**config.mk**
```make
export PLATFORM = sky130hd
export DESIGN_NAME = mips_mc_control
export DESIGN_NICKNAME = d
export VERILOG_FILES = /design/src/rtl/mips_ctrl_pkg.sv /design/src/rtl/mips_alu_dec.sv /design/src/rtl/mips_mc_control.sv
export SDC_FILE = /design/constraint.sdc
export NUM_CORES = 1
export LEC_CHECK = 0
export CAP_MARGIN = 40
export CORE_UTILIZATION = 48
export CTS_BUF_LIST = sky130_fd_sc_hd__clkbuf_16
export DETAILED_ROUTE_END_ITERATION = 7
export PLACE_DENSITY = 0.85
export RECOVER_POWER = 100
export SETUP_SLACK_MARGIN = 0.15
export SYNTH_ARGS = -nofsm -noshare
export SYNTH_HDL_FRONTEND = slang
export SYNTH_SLANG_ARGS = --single-unit
```
**constraint.sdc**
```tcl
create_clock -name clk -period 2.8 [get_ports clk]
set_clock_uncertainty 0.1 [all_clocks]
set_input_delay 0.56 -clock clk [delete_from_list [all_inputs] [get_ports clk]]
set_output_delay 0.56 -clock clk [all_outputs]
set_load 0.03 [all_outputs]
```
**src/rtl/mips_ctrl_pkg.sv**
```systemverilog
// Shared types and encodings for the tinymips multicycle controller.
// Optional bne support is selected by the MIPS_MC_BNE_EN macro in mips_mc_control.
package mips_ctrl_pkg;

  localparam int unsigned OP_W    = 6;
  localparam int unsigned FUNCT_W = 6;
  localparam int unsigned ALU_W   = 3;
  localparam int unsigned WAIT_W  = 8;

  typedef enum logic [3:0] {
    S_FETCH, S_DECODE, S_MEMADR, S_MEMRD, S_MEMWB, S_MEMWR, S_EXEC,
    S_ALUWB, S_BRANCH, S_ADDIEX, S_ADDIWB, S_JUMP, S_HALT
  } state_t;

  localparam logic [OP_W-1:0] OP_RTYPE = 6'b000000;
  localparam logic [OP_W-1:0] OP_LW    = 6'b100011;
  localparam logic [OP_W-1:0] OP_SW    = 6'b101011;
  localparam logic [OP_W-1:0] OP_BEQ   = 6'b000100;
  localparam logic [OP_W-1:0] OP_BNE   = 6'b000101;
  localparam logic [OP_W-1:0] OP_ADDI  = 6'b001000;
  localparam logic [OP_W-1:0] OP_J     = 6'b000010;

  localparam logic [FUNCT_W-1:0] FN_ADD = 6'b100000;
  localparam logic [FUNCT_W-1:0] FN_SUB = 6'b100010;
  localparam logic [FUNCT_W-1:0] FN_AND = 6'b100100;
  localparam logic [FUNCT_W-1:0] FN_OR  = 6'b100101;
  localparam logic [FUNCT_W-1:0] FN_SLT = 6'b101010;

  typedef enum logic [ALU_W-1:0] {
    ALU_AND = 3'b000,
    ALU_OR  = 3'b001,
    ALU_ADD = 3'b010,
    ALU_SUB = 3'b110,
    ALU_SLT = 3'b111
  } alu_ctrl_t;

  typedef enum logic [1:0] {
    AOP_ADD   = 2'b00,
    AOP_SUB   = 2'b01,
    AOP_FUNCT = 2'b10
  } aluop_t;

endpackage

```
**src/rtl/mips_alu_dec.sv**
```systemverilog
// ALU decoder: maps aluop and FUNCT to an ALU control code, flagging unknown functs.
module mips_alu_dec
  import mips_ctrl_pkg::*;
(
  input  logic [1:0]         aluop,
  input  logic [FUNCT_W-1:0] funct,
  output logic [ALU_W-1:0]   alu_control,
  output logic               illegal
);

  always_comb begin
    alu_control = ALU_ADD;
    illegal     = 1'b0;
    case (aluop)
      AOP_SUB: alu_control = ALU_SUB;
      AOP_FUNCT: begin
        case (funct)
          FN_ADD:  alu_control = ALU_ADD;
          FN_SUB:  alu_control = ALU_SUB;
          FN_AND:  alu_control = ALU_AND;
          FN_OR:   alu_control = ALU_OR;
          FN_SLT:  alu_control = ALU_SLT;
          default: illegal = 1'b1;
        endcase
      end
      default: alu_control = ALU_ADD;
    endcase
  end

endmodule

```
**src/rtl/mips_mc_control.sv**
```systemverilog
// Multicycle main controller for tinymips: per-cycle datapath controls with MEM_READY stalls.
// Define MIPS_MC_BNE_EN to decode bne (opcode 000101) as a branch on ~zero.
module mips_mc_control
  import mips_ctrl_pkg::*;
#(
  parameter int unsigned TIMEOUT      = 16,
  parameter bit          ILLEGAL_TRAP = 1'b1
) (
  input  logic               clk,
  input  logic               rst_n,
  input  logic [OP_W-1:0]    opcode,
  input  logic [FUNCT_W-1:0] funct,
  input  logic               zero,
  input  logic               mem_ready,
  output logic               pcen,
  output logic               iord,
  output logic               memwrite,
  output logic               irwrite,
  output logic               regdst,
  output logic               mem2reg,
  output logic               regwrite,
  output logic               alusrca,
  output logic [1:0]         alusrcb,
  output logic [1:0]         pcsrc,
  output logic [ALU_W-1:0]   alu_control,
  output logic               halted,
  output logic               err
);

  localparam state_t ILLEGAL_NEXT = ILLEGAL_TRAP ? S_HALT : S_FETCH;

  state_t            state, state_next;
  logic [WAIT_W-1:0] wait_cnt, wait_cnt_next;
  logic              err_next;
  logic [1:0]        aluop;
  logic              alu_illegal;
  logic              pcwrite, branch_sel, bne_sel, waiting, timeout_hit;

  mips_alu_dec u_alu_dec (
    .aluop       (aluop),
    .funct       (funct),
    .alu_control (alu_control),
    .illegal     (alu_illegal)
  );

  always_ff @(posedge clk or negedge rst_n) begin
    if (!rst_n) begin
      state    <= S_FETCH;
      wait_cnt <= '0;
      err      <= 1'b0;
    end else begin
      state    <= state_next;
      wait_cnt <= wait_cnt_next;
      err      <= err_next;
    end
  end

  always_comb begin
    state_next  = state;
    iord        = 1'b0;
    memwrite    = 1'b0;
    irwrite     = 1'b0;
    regdst      = 1'b0;
    mem2reg     = 1'b0;
    regwrite    = 1'b0;
    alusrca     = 1'b0;
    alusrcb     = 2'b00;
    pcsrc       = 2'b00;
    aluop       = AOP_ADD;
    pcwrite     = 1'b0;
    branch_sel  = 1'b0;
    bne_sel     = 1'b0;
    halted      = 1'b0;
    waiting     = 1'b0;
    timeout_hit = 1'b0;

    case (state)
      S_FETCH: begin
        // Gated by rst_n so reset never shows an instruction load.
        alusrcb = 2'b01;
        irwrite = mem_ready & rst_n;
        pcwrite = mem_ready & rst_n;
        waiting = 1'b1;
        if (mem_ready) state_next = S_DECODE;
      end
      S_DECODE: begin
        alusrcb = 2'b11;
        case (opcode)
          OP_LW, OP_SW: state_next = S_MEMADR;
          OP_RTYPE:     state_next = S_EXEC;
          OP_BEQ:       state_next = S_BRANCH;
`ifdef MIPS_MC_BNE_EN
          OP_BNE:       state_next = S_BRANCH;
`endif
          OP_ADDI:      state_next = S_ADDIEX;
          OP_J:         state_next = S_JUMP;
          default:      state_next = ILLEGAL_NEXT;
        endcase
      end
      S_MEMADR: begin
        alusrca    = 1'b1;
        alusrcb    = 2'b10;
        state_next = (opcode == OP_SW) ? S_MEMWR : S_MEMRD;
      end
      S_MEMRD: begin
        iord    = 1'b1;
        waiting = 1'b1;
        if (mem_ready) state_next = S_MEMWB;
      end
      S_MEMWB: begin
        mem2reg    = 1'b1;
        regwrite   = 1'b1;
        state_next = S_FETCH;
      end
      S_MEMWR: begin
        iord     = 1'b1;
        memwrite = 1'b1;
        waiting  = 1'b1;
        if (mem_ready) state_next = S_FETCH;
      end
      S_EXEC: begin
        alusrca    = 1'b1;
        aluop      = AOP_FUNCT;
        state_next = alu_illegal ? ILLEGAL_NEXT : S_ALUWB;
      end
      S_ALUWB: begin
        regdst     = 1'b1;
        regwrite   = 1'b1;
        state_next = S_FETCH;
      end
      S_BRANCH: begin
        alusrca = 1'b1;
        aluop   = AOP_SUB;
        pcsrc   = 2'b01;
`ifdef MIPS_MC_BNE_EN
        if (opcode == OP_BNE) bne_sel = 1'b1;
        else                  branch_sel = 1'b1;
`else
        branch_sel = 1'b1;
`endif
        state_next = S_FETCH;
      end
      S_ADDIEX: begin
        alusrca    = 1'b1;
        alusrcb    = 2'b10;
        state_next = S_ADDIWB;
      end
      S_ADDIWB: begin
        regwrite   = 1'b1;
        state_next = S_FETCH;
      end
      S_JUMP: begin
        pcsrc      = 2'b10;
        pcwrite    = 1'b1;
        state_next = S_FETCH;
      end
      S_HALT: halted = 1'b1;
      default: state_next = S_FETCH;
    endcase

    // A ready response on the last allowed cycle beats the timeout.
    if (waiting && !mem_ready && (wait_cnt == WAIT_W'(TIMEOUT - 1))) begin
      timeout_hit = 1'b1;
      state_next  = S_HALT;
    end

    wait_cnt_next = (waiting && !mem_ready && (state_next == state)) ?
                    wait_cnt + WAIT_W'(1) : '0;
    err_next      = err | timeout_hit;
    pcen          = pcwrite | (branch_sel & zero) | (bne_sel & ~zero);
  end

endmodule

```
Word-level counts from Yosys, hierarchy flattened
Index checks and enable logic that the tools add are counted.
Storage, ports and cells
  flip-flop bits (word level): 13
  output and inout bits: 17
Operators by class
  $add $sub $neg: 1
  equal/unequal tests: 26
  mux-type cells: 28
  bitwise logic cells: 4
  reductions and logical operators: 13
Operator list (number)
  $eq A6 B6 Y1 const B: 7
  $pmux W4 S8: 1
  $eq A4 B4 Y1 const B: 5
  $mux W4: 5
  $pmux W4 S5: 1
  $eq A4 B3 Y1 const B: 4
  $mux W1: 13
  $pmux W3 S4: 1
  $add A8 B1 Y8 const B: 1
  $eq A4 B2 Y1 const B: 2
  $eq A8 B4 Y1 const B: 1
  $mux W8: 1
  $pmux W2 S2: 2
  $eq A6 B2 Y1 const B: 1
  $eq A6 B3 Y1 const B: 1
  $eq A6 B4 Y1 const B: 1
  $logic_not A6 Y1: 1
  $pmux W2 S3: 1
  $pmux W3 S2: 1
  $reduce_or A2 Y1: 3
  $reduce_or A3 Y1: 2
  $reduce_or A5 Y1: 1
  $eq A4 B1 Y1 const B: 1
  $eq A4 B4 Y1: 1
  other kinds (10): 14

Logic depth before layout (Yosys ltp)
  depth after elaboration: 10
  mapped depth: 11
  depth with buffers taken out: 10

Hierarchy
From an unflattened synthesis, not the netlist that was laid out.
Unflattened totals
  cell total of the unflattened synthesis: 141
  area, all modules: 1142.3 um^2
Modules (own cells, without submodules)
  mips_mc_control: instances 1, cells an instance 121, area each 993.5 um^2
  mips_alu_dec: instances 1, cells an instance 20, area each 148.9 um^2

Worst setup path before layout
OpenSTA, ideal clock, no wires.
  kind: reg-to-output
  from: register state[1]
  to: output pcen
  data arrival time: 2.241 ns
  data required time: 2.140 ns
  slack: -0.101 ns
  cell stages (with the launch flop): 6
  buffers on the path: 2
  cells stage by stage: dfrtp_1 buf_6 buf_2 nor3_1 and4b_1 a211o_1
On the way
  cells in the longest elaborated chain, start to end: 4
Ends and longest elaborated chain
  start: declaration: RTL line mips_mc_control.sv:32  | state_t state, state_next;
  start signal: assignment: RTL line mips_mc_control.sv:52  | state <= state_next;
  $eq A4 B4 Y1: RTL line mips_mc_control.sv:77  | case (state)
  $mux W1: RTL line mips_mc_control.sv:77
  $and A1 B1 Y1: RTL line mips_mc_control.sv:170  | pcen = pcwrite | (branch_sel & zero) | (bne_sel & ~zero);
  $or A1 B1 Y1 *: RTL line mips_mc_control.sv:170
  end: declaration: RTL line mips_mc_control.sv:15  | output logic pcen,
Every way passes the cells marked *; elsewhere a longest branch is shown, timed or not.

Worst setup path after layout
  from: register state[3]
  to: output alu_control[2]
On the way
  cells in the longest elaborated chain, start to end: 4
Ends and longest elaborated chain
  $eq A4 B4 Y1 or $eq A4 B3 Y1 (tied branches): RTL line mips_mc_control.sv:77
  $pmux W2 S2 *: RTL line mips_mc_control.sv:77
  $eq A2 B2 Y1 or $eq A2 B1 Y1 (tied branches): RTL line mips_alu_dec.sv:14  | case (aluop)
  $pmux W3 S2 *: RTL line mips_alu_dec.sv:14
  end: declaration: RTL line mips_mc_control.sv:25  | output logic [ALU_W-1:0] alu_control,
Marks and branches as above.

==> results.py <==
metrics = {
    "run_status": {
        "status": "finished clean",
    },
    "floorplanning": {
        "die_x_um": 51.6,
        "start_util": 0.523,
        "core_area_mm2": 0.00225,
        "dieArea_mm2": 0.00266,
        "rows": 17,
        "fp.dieH_um": 51.6,
        "io_pins": 33,
    },
    "setup_path": {
        "r2r_start": "state[1]",
        "crit_path_start_kind": "flip-flop",
        "crit_path_end_kind": "output port",
        "cp-startpoint": "state[3]",
        "rr_endpoint": "wait_cnt[4]",
        "cp_data_arrival_time_ns": 1.99,
        "crit_end": "alu_control[2]",
        "r2r_slack_ns": 0.20,
        "critPathRequiredTime_ns": 2.14,
        "rr_worst_depth": 7,
        "critPathMaxFanout": 6,
        "worst-setup-path-type": "reg -> out",
    },
    "cells_and_area": {
        "drive_gt1_frac": 0.148,
        "area_delta_synth_final_pct": 35.8,
        "multi_input_area_um2": 796,
        "regArea_um2": 327,
        "antenna_cells": 0,
        "fin_nets": 203,
        "final.fill_count": 196,
    },
    "sta": {
        "final-hold-violation-count": 0,
        "rsz0062_at_grt": "true",
        "clock.fmax_mhz": 377,
        "drv_slew": 0,
        "setup_viol": 0,
        "tightest_slew_ns": 0.690,
        "finalCritPeriodShare": 0.948,
        "fin_setup_tns_ns": 0,
        "period_needed_ns": 2.65,
        "slew_headroom": 0.540,
        "hold_slack_ns": 0.363,
    },
    "clock_network": {
        "root_buffer": "clkbuf_16",
        "cts.sinks": 13,
        "max-clock-path-buffers": 2,
        "cts_tree": "built",
        "htreeDepth": 1,
        "cts_made_buffers": 3,
        "clk_latency_ns": 0.24,
        "cts_setup_buffers": 0,
        "clk_pin_slew_ns": 0.05,
    },
    "synth": {
        "synth_top_area_cell": "dfrtp_1",
        "synth.distinct_cells": 45,
        "syn_area_mm2": 0.00118,
        "synth_area_per_cell_um2": 8.14,
        "syn-num-nets": 165,
        "yosysWarnings": 0,
        "ys_seq_area_frac": 0.276,
        "synthFlopType": "dfrtp_1",
        "synthArstFlopShare": 1.00,
        "synth-edff-count": 0,
        "syn_inst": 145,
        "synth_top_area_frac": 0.276,
        "synth-seq-cells": 13,
        "synthTopCellsByArea": "dfrtp_1 (28%), nor2_1 (5.1%), ha_1 (4.2%), nand2b_1 (4.2%), nor3b_1 (3.2%)",
    },
    "place": {
        "dpl.hpwl_um": 2510,
        "port_buffers": 32,
        "globalplace.congestion": 0.881,
    },
    "pwr": {
        "leakage_nw": 0.661,
        "seq_power_share": 0.194,
        "ir_worst_vdd_mv": 0.544,
        "p_per_area_mw_per_mm2": 871,
        "clock_power_share": 0.189,
        "switching_share": 0.461,
        "p_comb_frac": 0.617,
        "p_int_mw": 0.753,
        "power_switching_mw": 0.643,
    },
    "global_routing": {
        "grt_max_degree": 15,
        "grt_pass1_wl_um": 5160,
        "overflow": 0,
        "gr-usage-all-layers": 0.267,
        "grt_pass1_vias": 1114,
        "antenna_found_initial": 0,
    },
    "detailed_routing": {
        "drt_first_pass_iters": 4,
        "wl_um": 3210,
        "vias": 1238,
        "ant_nets": 0,
        "viasPerCell": 5.90,
        "drc_errors": 0,
        "wl_per_cell_um": 15.3,
        "drt_iter0_drc": 55,
    },
    "job": {
        "drv_cap": 0,
    },
    "worst_hold_path": {
        "hold_class": "reg -> reg",
    },
}
worst max-delay path: stages (launching register included):
cell and delay, ns:
dfrtp_1 0.38, nand2b_2 0.23, or3_4 0.38, inv_1 0.09, ha_1 0.27, a31oi_1 0.11, nor2b_1 0.12, buf_4 0.16
cells by family (layout without fill, tap and decap cells):
family / count (synthesis) / after routing / synth area share
xor+xnor: 8 / 8 / 0.0594
simple gates: 72 / 72 / 0.350
fa+ha+maj: 4 / 4 / 0.0424
mux: 1 / 1 / 0.00848
flops: 13 / 13 / 0.276
buf+inv: 13 / 50 / 0.0562
compound gates: 34 / 34 / 0.208
metrics by stage:
stage	setup slack, ns	utilization	power (mW)	cell area [um2]	std cells
final	0.146	0.711	1.40	1600	210
after global placement	0.223	0.688	1.14	1550	206
after CTS	0.175	0.728	1.44	1640	210
after floorplan	0.151	-	0.888	1190	145
after global routing	0.0739	0.711	1.49	1600	210
after detailed placement	0.159	0.688	1.16	1550	206
layout make-up:
type                       count  area share
inverter                       5      0.0117
clock inverter                 1     0.00234
clock buffer                   3      0.0468
sequential                    13       0.204
timing repair buffer          41       0.217
tap                           28      0.0219
multi-input combinational    119       0.496
cell usage in the layout, fill, tap and decap left out, types with 2 or more instances in the layout:
cell and count:
dlygate4sd3_1 11, or4_1 3, xnor2_1 4, nand2_1 9, o21ai_0 4, nor3_2 3, clkbuf_16 3, a31oi_1 4
xor2_1 4, nand3b_1 2, clkdlybuf4s50_1 14, nand2b_1 7, nand3_1 5, o22ai_1 3, dfrtp_1 12, nor4_1 4
and3_1 2, a21oi_1 7, a22oi_1 2, buf_4 10, nor2_1 16, nor2b_1 3, ha_1 4, inv_1 5
nor3_1 5, a311oi_1 2, or3b_2 2, o31ai_1 2, clkbuf_1 6, nor3b_1 5
registers in the layout, summed over array words and instances, names as in the netlist:
name / count
wait_cnt: 8
state: 4
err: 1
Yosys cell counts (4+ instances only):
master	n
a21oi_1	6
a31oi_1	4
dfrtp_1	13
ha_1	4
inv_1	5
nand2_1	9
nand2b_1	8
nand3_1	5
nor2_1	16
nor3_1	7
nor3b_1	5
nor4_1	4
o21ai_0	4
xnor2_1	4
xor2_1	4
power by group through the flow:
| stage | Sequential (mW) | Combinational [mW] | Clock [mW] |
|---|---|---|---|
| finish | 0.271 | 0.861 | 0.263 |
| global route | 0.276 | 0.927 | 0.282 |
| CTS | 0.266 | 0.901 | 0.269 |
| detailed placement | 0.268 | 0.892 | 0 |
| global placement | 0.267 | 0.872 | 0 |
| floorplan | 0.243 | 0.645 | 0 |
how the worst min path moves through the flow:
stage / slack [ns] / from / depth (start not counted) / endpoint
after floorplan: 0.16 / rst_n / 0 / err
after global placement: 0.36 / wait_cnt[0] / 1 / wait_cnt[0]
after detailed placement: 0.36 / err / 1 / err
after CTS: 0.37 / wait_cnt[0] / 1 / wait_cnt[0]
after global routing: 0.37 / err / 1 / err
final: 0.36 / err / 1 / err
per-layer routing:
metal	GRT usage	share of wire	routed length, um
met5	0	0	0
met4	0.0901	0.018	59
met3	0.0643	0.066	211
met2	0.431	0.49	1580
met1	0.347	0.42	1360
timing repair:
item                       in CTS  in global routing
setup endpoints to repair       3                  8
hold buffers                    0                  0
resized for setup               3                  4
(Power assumes the default switching activity.)
